**src/rtl/memory_access_unit_pkg.sv**
```systemverilog
// Shared Y86-64 encodings for the memory stage: instruction codes, register ids,
// status codes and the memory-access FSM state encoding.
package memory_access_unit_pkg;

  // Instruction codes
  localparam logic [3:0] IHALT   = 4'h0;
  localparam logic [3:0] INOP    = 4'h1;
  localparam logic [3:0] IRRMOVQ = 4'h2;
  localparam logic [3:0] IIRMOVQ = 4'h3;
  localparam logic [3:0] IRMMOVQ = 4'h4;
  localparam logic [3:0] IMRMOVQ = 4'h5;
  localparam logic [3:0] IOPQ    = 4'h6;
  localparam logic [3:0] IJXX    = 4'h7;
  localparam logic [3:0] ICALL   = 4'h8;
  localparam logic [3:0] IRET    = 4'h9;
  localparam logic [3:0] IPUSHQ  = 4'hA;
  localparam logic [3:0] IPOPQ   = 4'hB;

  // Register id meaning "no register"
  localparam logic [3:0] RNONE = 4'hF;

  // Status codes; 0 marks a bubble
  localparam logic [2:0] SBUB = 3'd0;
  localparam logic [2:0] SAOK = 3'd1;
  localparam logic [2:0] SHLT = 3'd2;
  localparam logic [2:0] SADR = 3'd3;
  localparam logic [2:0] SINS = 3'd4;

  // Memory-access FSM states
  typedef enum logic [1:0] {
    MA_IDLE = 2'd0,
    MA_WAIT = 2'd1,
    MA_DONE = 2'd2
  } ma_state_e;

endpackage

```
**src/rtl/memory_access_unit.sv**
```systemverilog
// Memory stage of the pipelined Y86-64 core.
// Issues one valid/ready data-memory transaction per load/store instruction in M,
// stalls the pipeline (m_busy) until the response has been consumed, and produces
// m_valM / m_stat for the writeback register. Also resolves jXX predictions.
//
// Ports:
//   clk_i, rst_i            clock, synchronous active-high reset
//   M_*_i                   execute->memory pipeline register contents
//   dmem_req/we/addr/wdata  request channel (held while ready is low)
//   dmem_ready_i            request accepted this cycle
//   dmem_rvalid/rdata/err   response channel (read data or write ack)
//   m_valM_o, m_stat_o      result for W; m_dstE_o/m_dstM_o pass-through
//   m_busy_o                stall request to pipeline control
//   m_mispredict_o          jXX in M was mispredicted
//   m_redirect_pc_o         corrected fetch PC (non-predicted PC of the jXX)
module memory_access_unit
  import memory_access_unit_pkg::*;
(
  input  logic        clk_i,
  input  logic        rst_i,
  input  logic [2:0]  M_stat_i,
  input  logic [3:0]  M_icode_i,
  input  logic        M_branch_taken_i,
  input  logic        M_Cnd_i,
  input  logic [63:0] M_valE_i,
  input  logic [63:0] M_valA_i,
  input  logic [3:0]  M_dstE_i,
  input  logic [3:0]  M_dstM_i,
  output logic        dmem_req_o,
  output logic        dmem_we_o,
  output logic [63:0] dmem_addr_o,
  output logic [63:0] dmem_wdata_o,
  input  logic        dmem_ready_i,
  input  logic        dmem_rvalid_i,
  input  logic [63:0] dmem_rdata_i,
  input  logic        dmem_err_i,
  output logic [63:0] m_valM_o,
  output logic [2:0]  m_stat_o,
  output logic [3:0]  m_dstE_o,
  output logic [3:0]  m_dstM_o,
  output logic        m_busy_o,
  output logic        m_mispredict_o,
  output logic [63:0] m_redirect_pc_o
);

  function automatic logic is_read(input logic [3:0] icode);
    return (icode == IMRMOVQ) || (icode == IPOPQ) || (icode == IRET);
  endfunction

  function automatic logic is_write(input logic [3:0] icode);
    return (icode == IRMMOVQ) || (icode == IPUSHQ) || (icode == ICALL);
  endfunction

  ma_state_e   state_q;
  logic [63:0] data_q;
  logic        err_q;

  logic        rd;
  logic        wr;
  logic        mem_op;

  always_comb begin
    rd     = is_read(M_icode_i);
    wr     = is_write(M_icode_i);
    // Faulted or bubbled instructions never touch memory
    mem_op = (rd || wr) && (M_stat_i == SAOK);
  end

  always_ff @(posedge clk_i) begin
    if (rst_i) begin
      state_q <= MA_IDLE;
      data_q  <= '0;
      err_q   <= 1'b0;
    end else begin
      unique case (state_q)
        MA_IDLE: begin
          if (mem_op && dmem_ready_i) begin
            state_q <= MA_WAIT;
          end
        end
        MA_WAIT: begin
          if (dmem_rvalid_i) begin
            state_q <= MA_DONE;
            // A faulting access yields no data
            data_q  <= dmem_err_i ? 64'd0 : dmem_rdata_i;
            err_q   <= dmem_err_i;
          end
        end
        MA_DONE: begin
          // M advances on this edge, so the next instruction starts in IDLE
          state_q <= MA_IDLE;
        end
        default: begin
          state_q <= MA_IDLE;
        end
      endcase
    end
  end

  always_comb begin
    dmem_req_o   = (state_q == MA_IDLE) && mem_op;
    dmem_we_o    = wr;
    // Writes and MRMOVQ address through valE; POPQ/RET use the old %rsp in valA
    dmem_addr_o  = (wr || (M_icode_i == IMRMOVQ)) ? M_valE_i : M_valA_i;
    dmem_wdata_o = M_valA_i;

    m_busy_o = ((state_q == MA_IDLE) && mem_op) || (state_q == MA_WAIT);
    m_valM_o = (state_q == MA_DONE) ? data_q : 64'd0;
    m_stat_o = ((state_q == MA_DONE) && err_q) ? SADR : M_stat_i;

    m_dstE_o = M_dstE_i;
    m_dstM_o = M_dstM_i;

    m_mispredict_o  = (M_icode_i == IJXX) && (M_Cnd_i != M_branch_taken_i);
    m_redirect_pc_o = M_valA_i;
  end

endmodule

```
**config.mk**
```make
export PLATFORM = sky130hd
export DESIGN_NAME = memory_access_unit
export DESIGN_NICKNAME = d
export VERILOG_FILES = /design/src/rtl/memory_access_unit_pkg.sv /design/src/rtl/memory_access_unit.sv
export SDC_FILE = /design/constraint.sdc
export NUM_CORES = 1
export LEC_CHECK = 0
export CAP_MARGIN = 20
export CORE_AREA = 2 2 186 188
export CTS_CLUSTER_DIAMETER = 60
export DETAILED_ROUTE_END_ITERATION = 12
export DIE_AREA = 0 0 188 190
export PLACE_DENSITY_LB_ADDON = 0.15
export SLEW_MARGIN = 20
export SYNTH_ARGS = -nofsm -noshare
export SYNTH_HDL_FRONTEND = slang
export SYNTH_SLANG_ARGS = --single-unit
```
**constraint.sdc**
```tcl
create_clock -name clk_i -period 2.5 [get_ports clk_i]
set_input_delay 0.625 -clock clk_i [delete_from_list [all_inputs] [get_ports clk_i]]
set_output_delay 0.625 -clock clk_i [all_outputs]
set_load 0.01 [all_outputs]
```
# Word-level counts from Yosys, hierarchy flattened
# Index checks and enable logic that the tools add are counted.
[op_classes]
n_eq_ne = 13
reduce_logical = 15
muxes = 7
[ops]
columns = ["operator", "count"]
rows = [
  ["64-bit two-way mux", 3],
  ["4-bit == test, second input constant", 4],
  ["4-bit by 3-bit == test with 1-bit output, second input constant", 3],
  ["1-bit logical OR", 7],
  ["1-bit logical AND", 5],
  ["2-bit two-way mux", 2],
  ["2-bit inequality test, second input constant", 2],
  ["2-bit one-hot mux with 2 select lines", 1],
  ["2-bit AND reduction", 2],
  ["3-bit by 1-bit == test with 1-bit output, second input constant", 1],
  ["3-bit two-way mux", 1],
  ["2-bit by 1-bit == test with 1-bit output, second input constant", 1],
  ["2-bit == test, second input constant", 1],
  ["2-bit logical NOT", 1],
  ["1-bit inequality test", 1],
]
[totals]
input_bits = 214
elab_cells = 38
out_inout_bits = 271
ff_bits = 67

# Longest topological paths before layout
# Gate-level depths: netlist of the first run.
[logic_depth]
word_depth = 8
depth_mapped = 5

# Least setup slack after synthesis of the first run
# No wires, ideal clock.
[synth_timing]
path_kind = "input to output"
startpoint = "input port M_icode_i[2]"
endpoint = "output port dmem_addr_o[10]"
arrival_time_ns = 1.655
cell_stages = 4
path_slack_ns = 0.220
required_time_ns = 1.875
path_cell_list = "nor3b_2 > a31oi_4 > buf_6 > mux2_2"
[synth_via]
elab_chain_cells = 5
word_cells_on_any_way = 8
cone_classes = "4 x eq/ne; 1 x mux; 3 x reduce/logical"
[synth_rtl]
columns = ["item", "line", "text"]
rows = [
  ["start, declared", "memory_access_unit.sv:22", "input logic [3:0] M_icode_i,"],
  ["4-bit by 3-bit == test with 1-bit output or 4-bit == test (tied branches)", "memory_access_unit.sv:51", "return (icode == IRMMOVQ) || (icode == IPUSHQ) || (icode == ICALL);"],
  ["1-bit logical OR (2 in a row)", "memory_access_unit.sv:51", ""],
  ["1-bit logical OR (*)", "memory_access_unit.sv:104", "dmem_addr_o = (wr || (M_icode_i == IMRMOVQ)) ? M_valE_i : M_valA_i;"],
  ["64-bit two-way mux (*)", "memory_access_unit.sv:104", ""],
  ["end, declared", "memory_access_unit.sv:31", "output logic [63:0] dmem_addr_o,"],
]
# Mark *: on every way between the ends. The rest lies on a longest branch, timed or not.

# Worst setup path after layout of the first run
[layout_timing]
startpoint = "input port M_icode_i[2]"
endpoint = "output port dmem_addr_o[45]"
# Same word-level chain as after synthesis.

==> metrics, run 1 <==
Total Power=3.70 mW; mux cell area share after synthesis=14.7%; first-pass GRT wire length=42.4 mm; DR vias/cell=3.78; failing checks=setup timing; largest family of logic cells by synthesized area=buffers and inverters; number of synthesized flops with an enable pin=0; Ports=485; fmax=400 MHz; outcome=finished with violations; Clk Tree Root Cell=clkbuf_16; DR WL/cell=21.5 um; Total Wirelength=31.4 mm; FP Rows=68; maximum buffer depth of the clock tree=2; Synth Area in Compound Gates=7.90%; WHS=0.444 ns; FF-to-FF Start=state_q[0]$_SDFFE_PP0P_; Post-Synthesis Cells=591; Num CTS Buffers=9; hold crit path type=reg2reg; CP Launch Type=input port; width of the die=188 um; RSZ-0062 raised after global routing=yes; CP required=1.88 ns; library cells used by synthesis=25; TritonCTS clock tree=done; core area=0.0339 sq mm; Area Growth Syn to Fin=115%; crit path DAT=1.88 ns; largest area contributor in the netlist=dfxtp_1; antenna-violating nets left=0; H-tree depth=3; syn_area_per_cell=8.31 sq um; slew margin rel.=67.6%; Synth top area share=27.3%; max cap viols=0; Die ar.=0.0357 sq mm; initial antenna violation count=11; PwrDens=351 mW/mm^2; final hold violations=0; GRT overflow=0; post-synthesis register bit count=67; design area=0.0105 sq mm; Place WS=-0.801 ns; hold path startpoint=data_q[25]$_SDFFE_PP0P_; Total GRT Usage=16.8%; Skew-Pair Late Insertion Delay=0.34 ns; starting density of the core=14.5%; number of iterations in the first detailed-routing pass=6; final setup vio count=2; Synth warnings=0; post-DP HPWL=25.2 mm; routed vias=5519; xor and xnor fraction of the mapped netlist area=0.178%; Crit Path Class=in2out; DRC=0; area post-placement=0.00981 sq mm; leakage=5.08 nW; pin count of the biggest net entering global routing=67; count leader, synth=buf_4; Post-Syn Area=0.00491 sq mm; CP max FO=8; minimum clock period=2.50 ns; final cycle utilization of the critical path=100%; Worst-Margin Slew=0.486 ns; synth cell count leaders=buf_4, nand2_1, dfxtp_1; Post-Synth Adder-Cell Area=0%; main flop type after synthesis=dfxtp_1; Die Height=190 um; worst vdd ir=0.325 mV; critical path startpoint=M_icode_i[2]; CTS clock-pin slew for the worst setup and hold paths=0.05 ns; post-synthesis sequential area ratio=27.3%; Final Slew Violations=0; # port buffers=468; async set-reset flop share out of synthesis=0%; Final nets=1209; Final Skew=0.0106 ns; simple-gate portion of the synthesized area=24.7%; min setup slack post-route=-0.00139 ns; vias in the first global route=5452; proportion of layout cells with a drive suffix above 1=27.5%; Final Util=31.0%; GP Congestion=0.846; Worst setup EP type=output port; clock sink total=67; syn nets=805; ranking of synthesized cells by area=dfxtp_1, buf_4, mux2_2; Iter 0 DRT Violations=188
## final cells by class
type                            count  area [sq um]
Antenna cell                        7          17.5
Clock buffer                       10           229
Clock inverter                      5          53.8
Fill cell                        3561         23400
Inverter                            2          7.51
Multi-Input combinational cell    345          2530
Sequential cell                    67          1340
Tap cell                          455           569
Timing Repair Buffer              570          5790
## where the power goes
| group | total [mW] | internal, mW | leakage [nW] | switching [mW] |
|---|---|---|---|---|
| Combinational | 1.37 | 0.865 | 4.39 | 0.504 |
| Clock | 1.26 | 0.765 | 0.143 | 0.491 |
| Sequential | 1.07 | 1.07 | 0.541 | 0.00148 |
| Total | 3.70 | 2.70 | 5.08 | 0.996 |
## placed cells by master, fill, tap and decap left out, types with 3 or more instances in the layout
cell,n
a21oi_1,66
and2_1,64
buf_12,16
buf_2,20
buf_4,82
buf_6,54
buf_8,8
clkbuf_16,9
clkbuf_2,3
clkdlybuf4s50_1,293
clkinv_2,3
dfxtp_1,65
diode_2,7
dlygate4sd2_1,40
dlymetal6s2s_1,50
mux2_2,22
mux2_4,42
nand2_1,68
nand3b_1,65
nor2_1,3
## metrics by stage
stage	setup TNS, ns	cells
after floorplan	0	591
after global placement	-50.54	1432
after detailed placement	-51.04	1432
after CTS	-3.03	1457
after global routing	-0.885	1457
final	-0.00177	1461
## critical path, cell delays in order
cell	delay (ns)
buf_6	0.09
nor3b_4	0.15
a31oi_4	0.21
buf_8	0.21
buf_8	0.15
mux2_4	0.31
buf_6	0.12
## logic make-up (layout without fill, tap and decap cells)
kind of cell / Yosys count / count (layout)
AOI/OAI and AO/OA: 72 / 72
xor gates and xnor gates: 1 / 1
buffers and inverters: 179 / 587
DFF: 67 / 67
muxes: 64 / 64
other: 0 / 7
and+or+nand+nor: 208 / 208
## routing by layer
| metal | GRT usage (%) | up-vias | share of wire (%) |
|---|---|---|---|
| met4 | 5.48 | 10 | 3.0 |
| met5 | 0 | - | 0.20 |
| met3 | 6.92 | 38 | 9.5 |
| met1 | 19.3 | 2578 | 40 |
| li1 | - | 2643 | - |
| met2 | 28.3 | 250 | 47 |
## final timing paths
check        slack [ns]  cells past startpoint                       to
min reg2reg        0.44                      2  data_q[25]$_SDFFE_PP0P_
max reg2reg        1.19                      4  data_q[27]$_SDFFE_PP0P_
min                0.44                      2  data_q[25]$_SDFFE_PP0P_
max              -0.001                      7          dmem_addr_o[45]
## flip-flops by register name, summed over array words and instances (netlist names)
register / count
err_q: 1
state_q: 2
data_q: 64
## repair_timing
action	4_1_cts	5_1_grt
setup endpoints to repair	153	103
setup buffers	6	1
resized for setup	439	70
hold buffers	0	0
gates cloned	4	0
pin swaps	2	3
(Power assumes the default switching activity.)
==> inputs of run 2 (changes only) <==
--- a/config.mk
+++ b/config.mk
@@ -6,10 +6,11 @@
 export NUM_CORES = 1
 export LEC_CHECK = 0
 export CAP_MARGIN = 20
-export CORE_AREA = 2 2 186 188
+export CORE_AREA = 2 2 188 190
+export CTS_BUF_LIST = sky130_fd_sc_hd__clkbuf_8
 export CTS_CLUSTER_DIAMETER = 60
 export DETAILED_ROUTE_END_ITERATION = 12
-export DIE_AREA = 0 0 188 190
+export DIE_AREA = 0 0 190 192
 export PLACE_DENSITY_LB_ADDON = 0.15
 export SLEW_MARGIN = 20
 export SYNTH_ARGS = -nofsm -noshare
==> run 2 against run 1 <==
The flow still finishes with violations (setup timing). Die area is 2.1% higher. Fmax is 4.2% lower. Wire length is 2.4% higher. Cell area is 2.8% higher. Worst hold slack better by 0.0041 ns. Combinational power is 9% higher. First-iteration DRC count is 38% lower. Sequential power hardly changed. Setup slack worse by 0.11 ns. Sequential cell count stayed put. Clock skew is 0.0027 ns higher.
==> metrics, run 2 (same netlist as run 1, synthesis figures left out) <==
width of the die=190 um (+1.1%); DR vias/cell=3.81 (+0.86%); met2 usage=30.6% (+2.3 points); routed vias=5612 (+1.7%); Ports=485 (unchanged); Area Growth Syn to Fin=120%; Place WS=-0.818 ns (-0.0172 ns); slew margin rel.=62.1% (-5.5 points); fmax=383 MHz (-4.2%); CP required=1.88 ns (about the same); Psw=1.02 mW (+2.9%); Final Slew Violations=0 (unchanged); Reg power frac=27.2% (-1.8 points); cell breakdown of the critical path=buf_8 > nor3b_4 > a31oi_4 > buf_6 > buf_8 > buf_16 > buf_4 > mux2_4 > buf_6; Final Skew=0.0133 ns (+0.00268 ns); Die ar.=0.0365 sq mm (+2.1%); Worst path slowest cell=mux2_4; Top reg by flops=data_q; antenna-violating nets left=0 (unchanged); M3 GR Usage=5.12% (-1.8 points); Inst Count DP=1419 (-0.91%); post-DP HPWL=25.4 mm (+0.97%); vias in the first global route=5790 (+6.2%); logic gate share of total power=37.9% (+0.9 points); switch share=26.0% (-0.94 points); peak-usage layer in the global routing report=met2; starting density of the core=14.3% (-0.14 points); max cap viols=0 (unchanged); Num CTS Buffers=9 (unchanged); Total Wirelength=32.2 mm (+2.4%); number of iterations in the first detailed-routing pass=4 (-2); initial antenna violation count=6 (-5); area post-placement=0.00969 sq mm (-1.2%); worst vdd ir=0.272 mV (-16%); Crit Path Class=in2out; clock sink total=67 (unchanged); Hold-fix buffers, CTS=0 (unchanged); maximum buffer depth of the clock tree=2 (unchanged); CP max FO=5 (-3); Worst-Margin Slew=0.569 ns (+0.0827 ns); Iter 0 DRT Violations=116 (-38%); H-tree depth=3 (unchanged); Total Power=3.94 mW (+6.6%); RSZ-0062 raised after global routing=yes; pin count of the biggest net entering global routing=66 (-1.5%); non-filler cells, final=1473 (+0.82%); DRC=0 (unchanged); CP Launch Type=input port; final hold violations=0 (unchanged); first-pass GRT wire length=43.5 mm (+2.6%); met1 GRT Util=19.8% (+0.48 points); leading cell type in the layout, fill and taps excluded=clkdlybuf4s50_1; Clk Tree Root Cell=clkbuf_8; hold crit path type=reg2reg; design area=0.0108 sq mm (+2.8%); crit path buf inv count=6 (+2); FP Rows=68 (unchanged); min setup slack post-route=-0.112 ns (-0.110 ns); TritonCTS clock tree=done; minimum clock period=2.61 ns (+0.110 ns); proportion of layout cells with a drive suffix above 1=28.2% (+0.72 points); Skew-Pair Late Insertion Delay=0.37 ns (+0.03 ns); Clk network pwr share=35.0% (+1.0 points); final setup vio count=30 (+28); Final nets=1225 (+1.3%); GP Congestion=0.840 (-0.67%); final cycle utilization of the critical path=104% (+4.4 points); Pint=2.92 mW (+8.0%); outcome=finished with violations; CTS clock-pin slew for the worst setup and hold paths=0.07 ns (+0.02 ns); slowest cell delay on critical path=0.29 ns (-0.02 ns); DR WL/cell=21.9 um (+1.6%); PwrDens=364 mW/mm^2 (+3.8%); setup TNS=-2.01 ns (-2.00 ns); max reg flops=64 (unchanged); # port buffers=468 (unchanged); Die Height=192 um (+1.1%); Total GRT Usage=17.0% (+0.13 points); leakage=4.80 nW (-5.4%); failing checks=setup timing; biggest regs=data_q x64, state_q x2, err_q x1; commonest cells after routing, fill and taps aside=clkdlybuf4s50_1, dlygate4sd2_1, buf_6; delay-heaviest family, CP=buffers and inverters; crit path DAT=1.99 ns (+0.11 ns); Worst setup EP type=output port; core area=0.0343 sq mm (+1.0%); GRT overflow=0 (unchanged)
run 2: cell types whose count changed in the layout (fill, tap and decap cells not counted), moves of 10 or more:
cell / delta
dlymetal6s2s_1: -42
mux2_4: +22
buf_6: +26
dlygate4sd2_1: +43
clkbuf_8: +10
buf_2: -16
mux2_2: -22
run 2: path summary, 6_finish.rpt:
check                          start                 endpoint  slack [ns]  cells after the start
max                     M_icode_i[1]          dmem_addr_o[39]       -0.11                      9
min          data_q[24]$_SDFFE_PP0P_  data_q[24]$_SDFFE_PP0P_        0.45                      2
max reg2reg  state_q[0]$_SDFFE_PP0P_  data_q[41]$_SDFFE_PP0P_        1.30                      4
min reg2reg  data_q[24]$_SDFFE_PP0P_  data_q[24]$_SDFFE_PP0P_        0.45                      2
run 2: through the flow:
stage,utilization [%],hold WS (ns)
2_1_floorplan,-,0.427
3_3_place_gp,28.3,0.434
3_5_place_dp,28.3,0.440
4_1_cts,31.6,0.452
5_1_grt,31.6,0.462
6_report,31.6,0.448
run 2: area by class of cell:
type	instances	area, sq um
diodes	2	5.00
clock buffers	10	138
clock inverters	6	159
fillers	3598	23500
inverters	2	7.51
multi-input cells	345	2600
flip-flops and latches	67	1340
well taps	455	569
repair buffers	586	6000
run 2: power by group through the flow:
stage	logic [mW]	clock network (mW)	registers (mW)
finish	1.49	1.38	1.07
detailed placement	1.30	0	1.10
global placement	1.30	0	1.10
CTS	1.53	1.43	1.07
floorplan	0.474	0	1.10
global route	1.56	1.47	1.07
run 2: layer usage:
metal	up-vias	share of wire [%]
met4	8	1.1
met1	2672	40
met2	232	50
li1	2674	-
met3	26	8.5
met5	-	0.17
run 2: tightest hold or removal path, stage by stage (launching register included):
cell and delay [ns]:
dfxtp_1 0.31, nand2_1 0.05, a21oi_1 0.05
run 2: timing repair:
| action | 4_1_cts | 5_1_grt |
|---|---|---|
| endpoints found under the setup margin | 164 | 77 |
| setup buffers | 25 | 6 |
| resized for setup | 541 | 14 |
| gates cloned | 8 | 0 |
| pin swaps | 2 | 1 |
==> inputs of run 3 (changes only) <==
--- a/config.mk
+++ b/config.mk
@@ -6,11 +6,11 @@
 export NUM_CORES = 1
 export LEC_CHECK = 0
 export CAP_MARGIN = 20
-export CORE_AREA = 2 2 188 190
+export CORE_AREA = 4 4 185 187
 export CTS_BUF_LIST = sky130_fd_sc_hd__clkbuf_8
 export CTS_CLUSTER_DIAMETER = 60
 export DETAILED_ROUTE_END_ITERATION = 12
-export DIE_AREA = 0 0 190 192
+export DIE_AREA = 0 0 189 191
 export PLACE_DENSITY_LB_ADDON = 0.15
 export SLEW_MARGIN = 20
 export SYNTH_ARGS = -nofsm -noshare
==> run 3 against run 2 <==
The flow still finishes with violations (setup timing). Wire length fell by 1.7%. Setup slack better by 0.068 ns. Sequential power hardly changed. Sequential share of layout area up 0.36 points. Fmax grew 2.7%. First-iteration DRC count grew 59%. Count of clock-buffer cells in the layout shrank 1. Final cell count is 2.1% lower. Via count decreased by 1.6%. Critical path type unchanged. Largest power group unchanged. Highest routed layer is now met4.
==> metrics, run 3 (same netlist as run 1, synthesis figures left out) <==
outcome=finished with violations; failing checks=setup timing; DRC=0 (unchanged); Worst setup EP type=output port; width of the die=189 um (-0.53%); Final Slew Violations=0 (unchanged); Iter 0 DRT Violations=184 (+59%); setup TNS=-0.860 ns (+1.15 ns); TritonCTS clock tree=done; Area Growth Syn to Fin=114%; FF+latch area=0.00134 sq mm (unchanged); leading cell type in the layout, fill and taps excluded=clkdlybuf4s50_1; RSZ-0062 raised after global routing=yes; first-pass GRT wire length=43.2 mm (-0.71%); PwrDens=348 mW/mm^2 (-4.3%); min setup slack post-route=-0.0441 ns (+0.0677 ns); commonest cells after routing, fill and taps aside=clkdlybuf4s50_1, buf_4, dlygate4sd2_1; CP required=1.88 ns (about the same); Worst-Margin Slew=0.514 ns (-0.0549 ns); # port buffers=468 (unchanged); final hold violations=0 (unchanged); Final Skew=0.0142 ns (+0.000901 ns); GP Congestion=0.966 (+15%); initial antenna violation count=2 (-4); Ports=485 (unchanged); Num CTS Buffers=9 (unchanged); max reg flops=64 (unchanged); FP Rows=66 (-2.9%); Place WS=-0.786 ns (+0.0322 ns); DR vias/cell=3.83 (+0.51%); non-filler cells, final=1442 (-2.1%); crit path DAT=1.92 ns (-0.07 ns); fmax=393 MHz (+2.7%); H-tree depth=3 (unchanged); Fill cells=3423 (-4.9%); maximum buffer depth of the clock tree=2 (unchanged); hold crit path type=reg2reg; Worst path slowest cell=mux2_4; CTS clock-pin slew for the worst setup and hold paths=0.08 ns (about the same); worst vdd ir=0.201 mV (-26%); Final Util=32.4% (+0.84 points); vias in the first global route=5787 (-0.052%); WHS=0.447 ns (-0.000982 ns); Skew-Pair Late Insertion Delay=0.36 ns (about the same); cell breakdown of the critical path=buf_6 > nor3b_4 > a31oi_4 > buf_6 > buf_12 > buf_12 > mux2_4 > buf_6; Clk Tree Root Cell=clkbuf_8; DR WL/cell=21.9 um (+0.37%); Die Height=191 um (-0.52%); final setup vio count=38 (+27%); clock sink total=67 (unchanged); minimum clock period=2.54 ns (-0.0677 ns); Inst Count DP=1408 (-0.78%); starting density of the core=15.1% (+0.81 points); antenna-violating nets left=0 (unchanged); Total GRT Usage=16.4% (-0.56 points); critical path's most frequent cell=buf_6; GRT overflow=0 (unchanged); proportion of layout cells with a drive suffix above 1=27.4% (-0.82 points); Final nets=1209 (-1.3%); Top reg by flops=data_q; CP max FO=5 (unchanged); slowest cell delay on critical path=0.32 ns (+0.03 ns); pin count of the biggest net entering global routing=66 (unchanged); CP Launch Type=input port; final cycle utilization of the critical path=102% (-2.7 points); post-DP HPWL=24.8 mm (-2.3%); number of iterations in the first detailed-routing pass=4 (unchanged); max cap viols=0 (unchanged); biggest regs=data_q x64, state_q x2, err_q x1; Hold-fix buffers, CTS=0 (unchanged); slew margin rel.=65.7% (+3.7 points); Die ar.=0.0361 sq mm (-1.0%); routed vias=5522 (-1.6%); Crit Path Class=in2out; leakage=4.59 nW (-4.4%); Multi-input gate area=0.00260 sq mm (-0.19%); Total Wirelength=31.6 mm (-1.7%); core area=0.0325 sq mm (-5.3%)
run 3: changes by cell type in the layout (fill, tap and decap cells not counted), sizes merged:
cell / before / now
buf: 195 / 184
dlymetal6s2s: 8 / 5
bufinv: 5 / 3
clkdlybuf4s15: 2 / 0
clkdlybuf4s50: 296 / 298
bufbuf: 1 / 0
clkbuf: 11 / 10
clkinv: 0 / 1
diode: 2 / 1
dlygate4sd2: 83 / 82
inv: 3 / 4
run 3: repair_timing:
| action | 4_1_cts | 5_1_grt |
|---|---|---|
| cloned | 9 | 1 |
| resized for setup | 532 | 9 |
| setup buffers | 7 | 2 |
| pin swaps | 4 | 1 |
| endpoints found under the setup margin | 156 | 81 |
run 3: path summary, 6_finish.rpt:
path / depth (start not counted) / slack, ns / to / from
setup reg to reg: 4 / 1.15 / data_q[38]$_SDFFE_PP0P_ / state_q[0]$_SDFFE_PP0P_
hold reg to reg: 2 / 0.45 / data_q[8]$_SDFFE_PP0P_ / data_q[8]$_SDFFE_PP0P_
hold / removal: 2 / 0.45 / data_q[8]$_SDFFE_PP0P_ / data_q[8]$_SDFFE_PP0P_
setup / recovery: 8 / -0.04 / dmem_addr_o[2] / M_icode_i[2]
run 3: worst max-delay path, delay by kind of cell:
| kind | cells | cell delay [ns] |
|---|---|---|
| multiplexers | 1 | 0.32 |
| AND/OR/NAND/NOR | 1 | 0.15 |
| AO/OA/AOI/OAI | 1 | 0.17 |
| buffers and inverters | 5 | 0.65 |
run 3: layout make-up:
cell class | instances | area share, %
sequential | 67 | 12.8
timing repair buffer | 570 | 55.0
multi-input combinational | 345 | 24.7
antenna | 1 | 0.0238
clock buffer | 9 | 1.18
clock inverter | 6 | 1.07
inverter | 2 | 0.0714
tap | 442 | 5.26
run 3: power by group:
group / switching [mW] / internal [mW]
clock: 0.483 / 0.663
combinational: 0.534 / 0.915
sequential: 0.00147 / 1.07
total: 1.02 / 2.65
run 3: routing by layer:
layer | global-route usage [%] | up-vias | wire length (um)
met5 | 0 | - | 0
met4 | 3.95 | 0 | 469
met3 | 5.72 | 23 | 2750
met2 | 28.2 | 254 | 15400
met1 | 19.7 | 2606 | 13000
li1 | - | 2639 | -
run 3: per-stage QoR:
step                cell area, sq um  power, mW
global route                   10500       3.83
finish                         10500       3.67
global placement                9680       2.39
floorplan                       4910       1.57
detailed placement              9680       2.39
CTS                            10500       3.74
